<file path="src/rtl/id_stage_if.sv">
// ID/EX bundle presented by the decode stage to EX.
// master = id_stage (drives), slave = EX stage (consumes).
interface id_stage_if;
  logic        ex_valid;
  logic [31:0] ex_rs_data;
  logic [31:0] ex_rt_data;
  logic [31:0] ex_imm;
  logic [4:0]  ex_rs;
  logic [4:0]  ex_rt;
  logic [4:0]  ex_dst;
  logic [2:0]  ex_alu_op;
  logic        ex_alu_src;
  logic        ex_mem_read;
  logic        ex_mem_write;
  logic        ex_reg_write;
  logic        ex_illegal;

  modport master (
    output ex_valid, ex_rs_data, ex_rt_data, ex_imm, ex_rs, ex_rt, ex_dst,
           ex_alu_op, ex_alu_src, ex_mem_read, ex_mem_write, ex_reg_write,
           ex_illegal
  );
  modport slave (
    input  ex_valid, ex_rs_data, ex_rt_data, ex_imm, ex_rs, ex_rt, ex_dst,
           ex_alu_op, ex_alu_src, ex_mem_read, ex_mem_write, ex_reg_write,
           ex_illegal
  );
endinterface

</file>
<file path="src/rtl/id_stage.sv">
// Decode stage: IF/ID register, register file, decoder, load-use stall, ID/EX register.
// Optional macro ID_RF_BYPASS_EN: write-first forwarding of wb_data onto the RF read ports.
module id_stage #(
  parameter int NREG = 32
) (
  input  logic        clk,
  input  logic        rst,
  input  logic [31:0] if_instr,
  input  logic        wb_we,
  input  logic [4:0]  wb_addr,
  input  logic [31:0] wb_data,
  output logic        PC_write,
  id_stage_if.master  ex
);
  typedef struct packed {
    logic        valid;
    logic [31:0] rs_data;
    logic [31:0] rt_data;
    logic [31:0] imm;
    logic [4:0]  rs;
    logic [4:0]  rt;
    logic [4:0]  dst;
    logic [2:0]  alu_op;
    logic        alu_src;
    logic        mem_read;
    logic        mem_write;
    logic        reg_write;
    logic        illegal;
  } idex_t;

  logic [31:0] r_ifid_instr;
  logic        r_ifid_valid;
  logic [31:0] r_rf [NREG];
  idex_t       r_idex;

  logic [5:0]  w_op, w_funct;
  logic [4:0]  w_rs, w_rt, w_rd;
  logic [31:0] w_rs_data, w_rt_data;
  logic        w_legal, w_reads_rt, w_stall;
  idex_t       w_dec, w_idex_nxt;

  assign w_op    = r_ifid_instr[31:26];
  assign w_rs    = r_ifid_instr[25:21];
  assign w_rt    = r_ifid_instr[20:16];
  assign w_rd    = r_ifid_instr[15:11];
  assign w_funct = r_ifid_instr[5:0];

  always_comb begin
    w_rs_data = (w_rs == 5'd0) ? 32'd0 : r_rf[w_rs];
    w_rt_data = (w_rt == 5'd0) ? 32'd0 : r_rf[w_rt];
`ifdef ID_RF_BYPASS_EN
    if (wb_we && wb_addr != 5'd0 && wb_addr == w_rs) w_rs_data = wb_data;
    if (wb_we && wb_addr != 5'd0 && wb_addr == w_rt) w_rt_data = wb_data;
`endif
  end

  always_comb begin
    w_dec         = '0;
    w_legal       = 1'b0;
    w_reads_rt    = 1'b0;
    w_dec.valid   = 1'b1;
    w_dec.rs      = w_rs;
    w_dec.rt      = w_rt;
    w_dec.rs_data = w_rs_data;
    w_dec.rt_data = w_rt_data;
    w_dec.imm     = {{16{r_ifid_instr[15]}}, r_ifid_instr[15:0]};
    case (w_op)
      6'b000000: begin
        w_reads_rt      = 1'b1;
        w_dec.dst       = w_rd;
        w_dec.reg_write = 1'b1;
        w_legal         = 1'b1;
        case (w_funct)
          6'd0:    w_dec.alu_op = 3'b000;
          6'd2:    w_dec.alu_op = 3'b001;
          6'd4:    w_dec.alu_op = 3'b010;
          6'd5:    w_dec.alu_op = 3'b011;
          6'd6:    w_dec.alu_op = 3'b100;
          default: w_legal      = 1'b0;
        endcase
      end
      6'b000010, 6'b000011: begin
        w_dec.alu_src   = 1'b1;
        w_dec.dst       = w_rt;
        w_dec.reg_write = 1'b1;
        w_dec.mem_read  = w_op[0];
        w_legal         = 1'b1;
      end
      6'b000001: begin
        w_reads_rt      = 1'b1;
        w_dec.alu_src   = 1'b1;
        w_dec.mem_write = 1'b1;
        w_legal         = 1'b1;
      end
      default: w_legal = 1'b0;
    endcase
    if (w_dec.dst == 5'd0) w_dec.reg_write = 1'b0;
  end

  // Load in EX whose result a consumer in ID needs: hold ID one cycle.
  assign w_stall = r_idex.valid & r_idex.mem_read & (r_idex.dst != 5'd0) &
                   ((r_idex.dst == w_rs) | ((r_idex.dst == w_rt) & w_reads_rt));
  assign PC_write = ~w_stall;

  always_comb begin
    w_idex_nxt = '0;
    if (!w_stall && r_ifid_valid) begin
      if (w_legal) w_idex_nxt = w_dec;
      else         w_idex_nxt.illegal = 1'b1;
    end
  end

  always_ff @(posedge clk) begin
    if (rst) begin
      r_ifid_instr <= '0;
      r_ifid_valid <= 1'b0;
      r_idex       <= '0;
      for (int i = 0; i < NREG; i++) r_rf[i] <= '0;
    end else begin
      if (PC_write) begin
        r_ifid_instr <= if_instr;
        r_ifid_valid <= 1'b1;
      end
      r_idex <= w_idex_nxt;
      if (wb_we && wb_addr != 5'd0) r_rf[wb_addr] <= wb_data;
    end
  end

  assign ex.ex_valid     = r_idex.valid;
  assign ex.ex_rs_data   = r_idex.rs_data;
  assign ex.ex_rt_data   = r_idex.rt_data;
  assign ex.ex_imm       = r_idex.imm;
  assign ex.ex_rs        = r_idex.rs;
  assign ex.ex_rt        = r_idex.rt;
  assign ex.ex_dst       = r_idex.dst;
  assign ex.ex_alu_op    = r_idex.alu_op;
  assign ex.ex_alu_src   = r_idex.alu_src;
  assign ex.ex_mem_read  = r_idex.mem_read;
  assign ex.ex_mem_write = r_idex.mem_write;
  assign ex.ex_reg_write = r_idex.reg_write;
  assign ex.ex_illegal   = r_idex.illegal;
endmodule
</file>
<file path="src/flat_wrapper.sv">
// flat-port wrapper written by rule: the top's interface ports become plain ports
module id_stage_flat 
#(
  parameter int NREG = 32
)
  (clk, rst, if_instr, wb_we, wb_addr, wb_data, PC_write, ex_ex_valid, ex_ex_rs_data, ex_ex_rt_data, ex_ex_imm, ex_ex_rs, ex_ex_rt, ex_ex_dst, ex_ex_alu_op, ex_ex_alu_src, ex_ex_mem_read, ex_ex_mem_write, ex_ex_reg_write, ex_ex_illegal);
  id_stage_if ex_i ();
  input  logic clk;
  input  logic rst;
  input  logic [31:0] if_instr;
  input  logic wb_we;
  input  logic [4:0] wb_addr;
  input  logic [31:0] wb_data;
  output logic PC_write;
  output wire logic [$bits(ex_i.ex_valid)-1:0] ex_ex_valid;
  output wire logic [$bits(ex_i.ex_rs_data)-1:0] ex_ex_rs_data;
  output wire logic [$bits(ex_i.ex_rt_data)-1:0] ex_ex_rt_data;
  output wire logic [$bits(ex_i.ex_imm)-1:0] ex_ex_imm;
  output wire logic [$bits(ex_i.ex_rs)-1:0] ex_ex_rs;
  output wire logic [$bits(ex_i.ex_rt)-1:0] ex_ex_rt;
  output wire logic [$bits(ex_i.ex_dst)-1:0] ex_ex_dst;
  output wire logic [$bits(ex_i.ex_alu_op)-1:0] ex_ex_alu_op;
  output wire logic [$bits(ex_i.ex_alu_src)-1:0] ex_ex_alu_src;
  output wire logic [$bits(ex_i.ex_mem_read)-1:0] ex_ex_mem_read;
  output wire logic [$bits(ex_i.ex_mem_write)-1:0] ex_ex_mem_write;
  output wire logic [$bits(ex_i.ex_reg_write)-1:0] ex_ex_reg_write;
  output wire logic [$bits(ex_i.ex_illegal)-1:0] ex_ex_illegal;
  assign ex_ex_valid = ex_i.ex_valid;
  assign ex_ex_rs_data = ex_i.ex_rs_data;
  assign ex_ex_rt_data = ex_i.ex_rt_data;
  assign ex_ex_imm = ex_i.ex_imm;
  assign ex_ex_rs = ex_i.ex_rs;
  assign ex_ex_rt = ex_i.ex_rt;
  assign ex_ex_dst = ex_i.ex_dst;
  assign ex_ex_alu_op = ex_i.ex_alu_op;
  assign ex_ex_alu_src = ex_i.ex_alu_src;
  assign ex_ex_mem_read = ex_i.ex_mem_read;
  assign ex_ex_mem_write = ex_i.ex_mem_write;
  assign ex_ex_reg_write = ex_i.ex_reg_write;
  assign ex_ex_illegal = ex_i.ex_illegal;
  id_stage #(.NREG(NREG)) u_core (.clk(clk), .rst(rst), .if_instr(if_instr), .wb_we(wb_we), .wb_addr(wb_addr), .wb_data(wb_data), .PC_write(PC_write), .ex(ex_i));
endmodule
</file>
<file path="config.mk">
export PLATFORM = sky130hd
export DESIGN_NAME = id_stage_flat
export DESIGN_NICKNAME = d
export VERILOG_FILES = /design/src/rtl/id_stage_if.sv /design/src/rtl/id_stage.sv /design/src/flat_wrapper.sv
export SDC_FILE = /design/constraint.sdc
export NUM_CORES = 2
export LEC_CHECK = 0
export BUFFER_PORTS_ARGS = -buffer_cell sky130_fd_sc_hd__buf_2
export CORE_MARGIN = 2
export CORE_UTILIZATION = 35
export CTS_CLUSTER_DIAMETER = 50
export CTS_CLUSTER_SIZE = 25
export DETAILED_ROUTE_END_ITERATION = 6
export PLACE_DENSITY_LB_ADDON = 0.12
export SYNTH_ARGS = -nofsm -noshare
export SYNTH_HDL_FRONTEND = slang
export SYNTH_SLANG_ARGS = --single-unit
</file>
<file path="constraint.sdc">
create_clock -name clk -period 2.5 [get_ports clk]
set_input_delay 0.5 -clock clk [delete_from_list [all_inputs] [get_ports clk]]
set_output_delay 0.5 -clock clk [all_outputs]
set_load 0.01 [all_outputs]
</file>
---- Word level (Yosys, flattened, before mapping) ----
Memories as Yosys holds them, arrays and structs flattened. A register that Yosys moved wholly into a read port is not among the register bits.
Cells that the tools add are included.
storage, ports and cells
  bits in registers ....................... 137
  RAM bits ................................ 1,024
  input bits .............................. 72
  output and inout port bits .............. 121
  memories ................................ 1
cells by class
  equal/unequal tests ..................... 9
  mux-type cells .......................... 27
  bitwise gates (word level) .............. 10
  reductions and logical operators ........ 23
memories
  memory       depth  width  rd ports  clocked after Yosys merged registers in  write ports  RTL line        RTL
  u_core.r_rf  32     32     2         2                                        32           id_stage.sv:33  logic [31:0] r_rf [NREG];
operators with widths
  operator                                                          number
  119-bit two-way mux                                               1
  32-bit two-way mux                                                3
  32-bit OR reduction                                               1
  5-bit two-way mux                                                 5
  4-bit OR reduction                                                5
  6-bit by 2-bit == test with 1-bit output (second input constant)  3
  6-bit by 3-bit == test with 1-bit output (second input constant)  3
  5-bit logical NOT                                                 3
  1-bit two-way mux                                                 14
  6-bit logical NOT                                                 2
  3-bit case mux with 4 select lines                                1
  5-bit == test                                                     2
  5-bit case mux with 2 select lines                                1
  5-bit nonzero test                                                2
  3-bit OR reduction                                                3
  6-bit by 1-bit == test with 1-bit output (second input constant)  1
  2-bit OR reduction                                                3
  1-bit inverter                                                    5
  5-bit OR reduction                                                1
  1-bit bitwise AND                                                 4
  3-bit two-way mux                                                 1
  1-bit logical AND                                                 2
  1-bit case mux with 2 select lines                                1
  1-bit logical NOT                                                 1
  1-bit OR                                                          1

---- Logic depth before layout (Yosys ltp) ----
  depth after elaboration ................. 10
  gate-level depth with buffers ........... 9
  gate-level depth less buffers ........... 6

---- Worst setup path after synthesis ----
Ideal clock, no wire load.
  path type ............................... input to register
  from .................................... input port wb_addr[3]
  to ...................................... memory u_core.r_rf[12][0] (enable)
  setup time .............................. 0.330 ns
  data arrival time ....................... 1.851 ns
  required time ........................... 2.170 ns
  setup slack ............................. 0.320 ns
  stages .................................. 5
  cells stage by stage .................... or3_1 nand4bb_1 clkbuf_1 nor2_1 or2_2
RTL lines
  element          RTL line            RTL
  start, declared  flat_wrapper.sv:12  input logic [4:0] wb_addr;
  end, declared    id_stage.sv:33

---- Final worst setup path ----
  from .................................... register u_core.r_idex (netlist bit u_core.ex.ex_dst[3])
  to ...................................... output port PC_write
between the ends
  longest elaborated chain between the ends .. 5
  elaborated cells on any way between the ends .. 8
  those cells by class .................... eq/ne: 2; bitwise: 5; reduce/logical: 1
ends and longest elaborated chain
  element                 RTL line            RTL
  start, declared         id_stage.sv:34      idex_t r_idex;
  start signal, assigned  id_stage.sv:124     r_idex <= w_idex_nxt;
  5-bit == test           id_stage.sv:102     ((r_idex.dst == w_rs) | ((r_idex.dst == w_rt) & w_reads_rt));
  1-bit bitwise AND       id_stage.sv:102
  1-bit OR                id_stage.sv:102
  1-bit bitwise AND *     id_stage.sv:101     assign w_stall = r_idex.valid & r_idex.mem_read & (r_idex.dst != 5'd0) &
  1-bit inverter *        id_stage.sv:103     assign PC_write = ~w_stall;
  end, declared           flat_wrapper.sv:14  output logic PC_write;
Mark *: on every way between the ends. The rest lies on a longest branch, timed or not.

==> impl_metrics.tcl <==
set metrics [dict create \
    peakVddDrop_v 0.000580 \
    setup_slack_ns -0.217 \
    die_area_um2 174000 \
    finalHoldViolCount 0 \
    max_freq_mhz 368 \
    drtAntennaViolNets 0 \
    dp_cells 6885 \
    synth_cells 4449 \
    final_cells 7222 \
    status "finished, violations left" \
    syn2layout_area_growth_pct 22.6 \
    grt_pass1_vias 41300 \
    die_width_um 417 \
    gp_congestion 0.851 \
    io_pins 193 \
    grt_max_degree 97 \
    antenna_found_initial 41 \
    hp-class "input port to register" \
    synth_common_cells "edfxtp_1 (1,024), and2_1 (1,020), mux2i_1 (512)" \
    overflow 0 \
    crit_fanout 2 \
    worstPathRequired_ns 2.00 \
    synthFlopType "edfxtp_1" \
    internal_power_mw 38.3 \
    fin_nets 4931 \
    endpoint_kind "output port" \
    grt_pass1_wl_um 320000 \
    path_clk_slew_ns 0.06 \
    power_frac_clock 0.446 \
    synth_area_um2 59600 \
    p_leak_nw 26.0 \
    vias 40700 \
    cts-root-buf "clkbuf_16" \
    track_usage 0.260 \
    synth_cell_types 43 \
    initial_utilization 0.352 \
    wl_per_cell_um 31.5 \
    synth-seq-area-share 0.565 \
    dp_hpwl_um 155000 \
    avgSynthCellArea_um2 13.4 \
    cts.sinks 1171 \
    drt_wl_total_um 227000 \
    avgViaCountPerCell 5.64 \
    yosysMostFrequentCell "edfxtp_1" \
    synth_enable_flop_cells 1024 \
    yosys.area.top_type "edfxtp_1" \
    cts_max_level 4 \
    yosys.area.top_type_share 0.516 \
    die_h_um 417 \
    violations "DRC, setup timing" \
    slew_viol_final 0 \
    worstPathArrival_ns 2.22 \
    ys_async_sr_fraction 0 \
    clk_latency_ns 0.80 \
    power_switching_mw 13.7 \
    io_buffers 192 \
    setup-violations-final 1 \
    period_share 1.09 \
    core_um2 169000 \
    drt_iter0_drc 4115 \
    start_kind "register" \
    cap_violations 0 \
    finalPower_mw 52.0 \
    tightest_slew_ns 0.872 \
    post-route-min-period_ns 2.72 \
    layout-drive-gt1-share 0.260 \
    crit_type "register to output port" \
    p_comb_frac 0.115 \
    cts_buffer_depth 3 \
    yosys-top-cells-area "edfxtp_1 (52%), and2_1 (11%), mux4_2 (9.7%)" \
    rsz0062_at_grt "yes" \
    swShare 0.263 \
    synth_warnings 0 \
    seq_power_share 0.439 \
    slew-limit-headroom 0.419 \
    cts_tree "built" \
    remaining_drc_errors 1 \
    row_count 151 \
    cts_buffers 154 \
    skew_ns 0.0259 \
    dr.pass1.iters 7 \
    p_per_area_nw_per_um2 712 \
    synth_seq_cells 1171 \
]
cell type report:
| class | count | area, µm² |
|---|---|---|
| Clock inverter | 111 | 1290 |
| Multi-Input combinational cell | 2831 | 24300 |
| Antenna cell | 14 | 35.0 |
| Clock buffer | 176 | 4070 |
| Tap cell | 2218 | 2780 |
| Timing Repair Buffer | 696 | 6770 |
| Sequential cell | 1171 | 33700 |
| Fill cell | 15300 | 96200 |
| Inverter | 5 | 21.3 |
power groups by stage:
stage / Sequential (mW) / Clock, mW / Combinational (mW)
global route: 22.9 / 24.3 / 6.27
detailed placement: 23.2 / 0 / 5.90
finish: 22.8 / 23.2 / 5.98
CTS: 22.8 / 23.6 / 5.95
floorplan: 23.0 / 0 / 3.04
global placement: 23.2 / 0 / 5.90
layer usage:
layer | global-route usage | up-vias | wire, µm | share of wire
met3 | 0.0352 | 343 | 12600 | 0.055
met1 | 0.346 | 21200 | 95700 | 0.42
met5 | 0 | - | 27 | 0.00012
met2 | 0.438 | 1431 | 112000 | 0.49
li1 | - | 17800 | - | -
met4 | 0.0884 | 4 | 7270 | 0.032
logic make-up after synthesis:
| family | share of synthesized area |
|---|---|
| xor+xnor | 0.00147 |
| mux | 0.183 |
| compound gates | 0.0694 |
| simple gates | 0.146 |
| other cells | 0.0000629 |
| flops | 0.565 |
| buf+inv | 0.0342 |
worst max-delay path: stages (launching register included):
cell	delay, ns
dfxtp_4	0.34
or4_4	0.56
o211ai_4	0.22
buf_12	0.13
nor2_4	0.03
inv_2	0.05
buf_6	0.09
per-stage QoR:
stage	area, µm²	utilization	hold WS (ns)	setup TNS, ns	setup WS [ns]
6_report	73000	0.432	0.104	-0.217	-0.217
5_1_grt	73000	0.431	0.0904	-0.284	-0.284
4_1_cts	72900	0.431	0.0478	-0.315	-0.315
3_5_place_dp	67200	0.397	0.442	-0.0595	-0.0595
3_3_place_gp	67200	0.397	0.437	-0.0861	-0.0860
2_1_floorplan	59700	-	0.429	0	0.320
layout by cell type (no fill, tap or decap), types with 14 or more instances in the layout:
cell and count:
o21ai_0 163, nand3_1 99, clkinv_2 20, clkbuf_1 15
a221oi_1 252, buf_12 154, dlygate4sd3_1 26, inv_6 20
diode_2 14, bufinv_16 16, and4b_1 64, edfxtp_1 1024
buf_4 323, a21oi_1 92, clkinvlp_4 18, dfxtp_1 133
nor3_1 68, mux4_2 256, nor2_1 72, or2_2 31
buf_2 190, nor2_4 32, clkbuf_16 160, a22oi_1 69
conb_1 32, mux2i_1 512, and2_1 1018
what timing repair did:
| item | 4_1_cts | 5_1_grt |
|---|---|---|
| endpoints found under the hold margin | 29 | 0 |
| resized for setup | 13 | 13 |
| endpoints found under the setup margin | 3 | 12 |
| pin swaps | 5 | 5 |
| hold buffers | 26 | 0 |
| setup buffers | 6 | 3 |
| cloned | 1 | 0 |
sequential cells by signal (all words and copies together), names as in the netlist, named ones only:
name,cells
u_core.ex.ex_imm,16
u_core.ex.ex_rs,5
u_core.ex.ex_rs_data,32
u_core.ex.ex_rt_data,32
u_core.ex.ex_mem_write,1
u_core.ex.ex_rt,5
u_core.ex.ex_alu_op,3
u_core.ex.ex_alu_src,1
u_core.r_rf,1024
u_core.r_ifid_valid,1
u_core.ex.ex_valid,1
u_core.r_ifid_instr,32
u_core.ex.ex_mem_read,1
u_core.ex.ex_illegal,1
u_core.ex.ex_dst,5
u_core.ex.ex_reg_write,1
worst paths after layout:
kind	from	to	slack, ns	cells past startpoint
worst max-delay path	u_core.ex.ex_dst[3]$_SDFF_PP0_	PC_write	-0.22	6
worst min-delay path	if_instr[24]	register	0.10	3
worst max register to register	register	u_core.ex.ex_rt_data[18]$_SDFF_PP0_	0.05	9
worst min register to register	u_core.r_ifid_instr[9]$_SDFFE_PP0N_	u_core.ex.ex_imm[9]$_SDFF_PP0_	0.46	1
No activity file was read; power rests on OpenSTA's default activity.
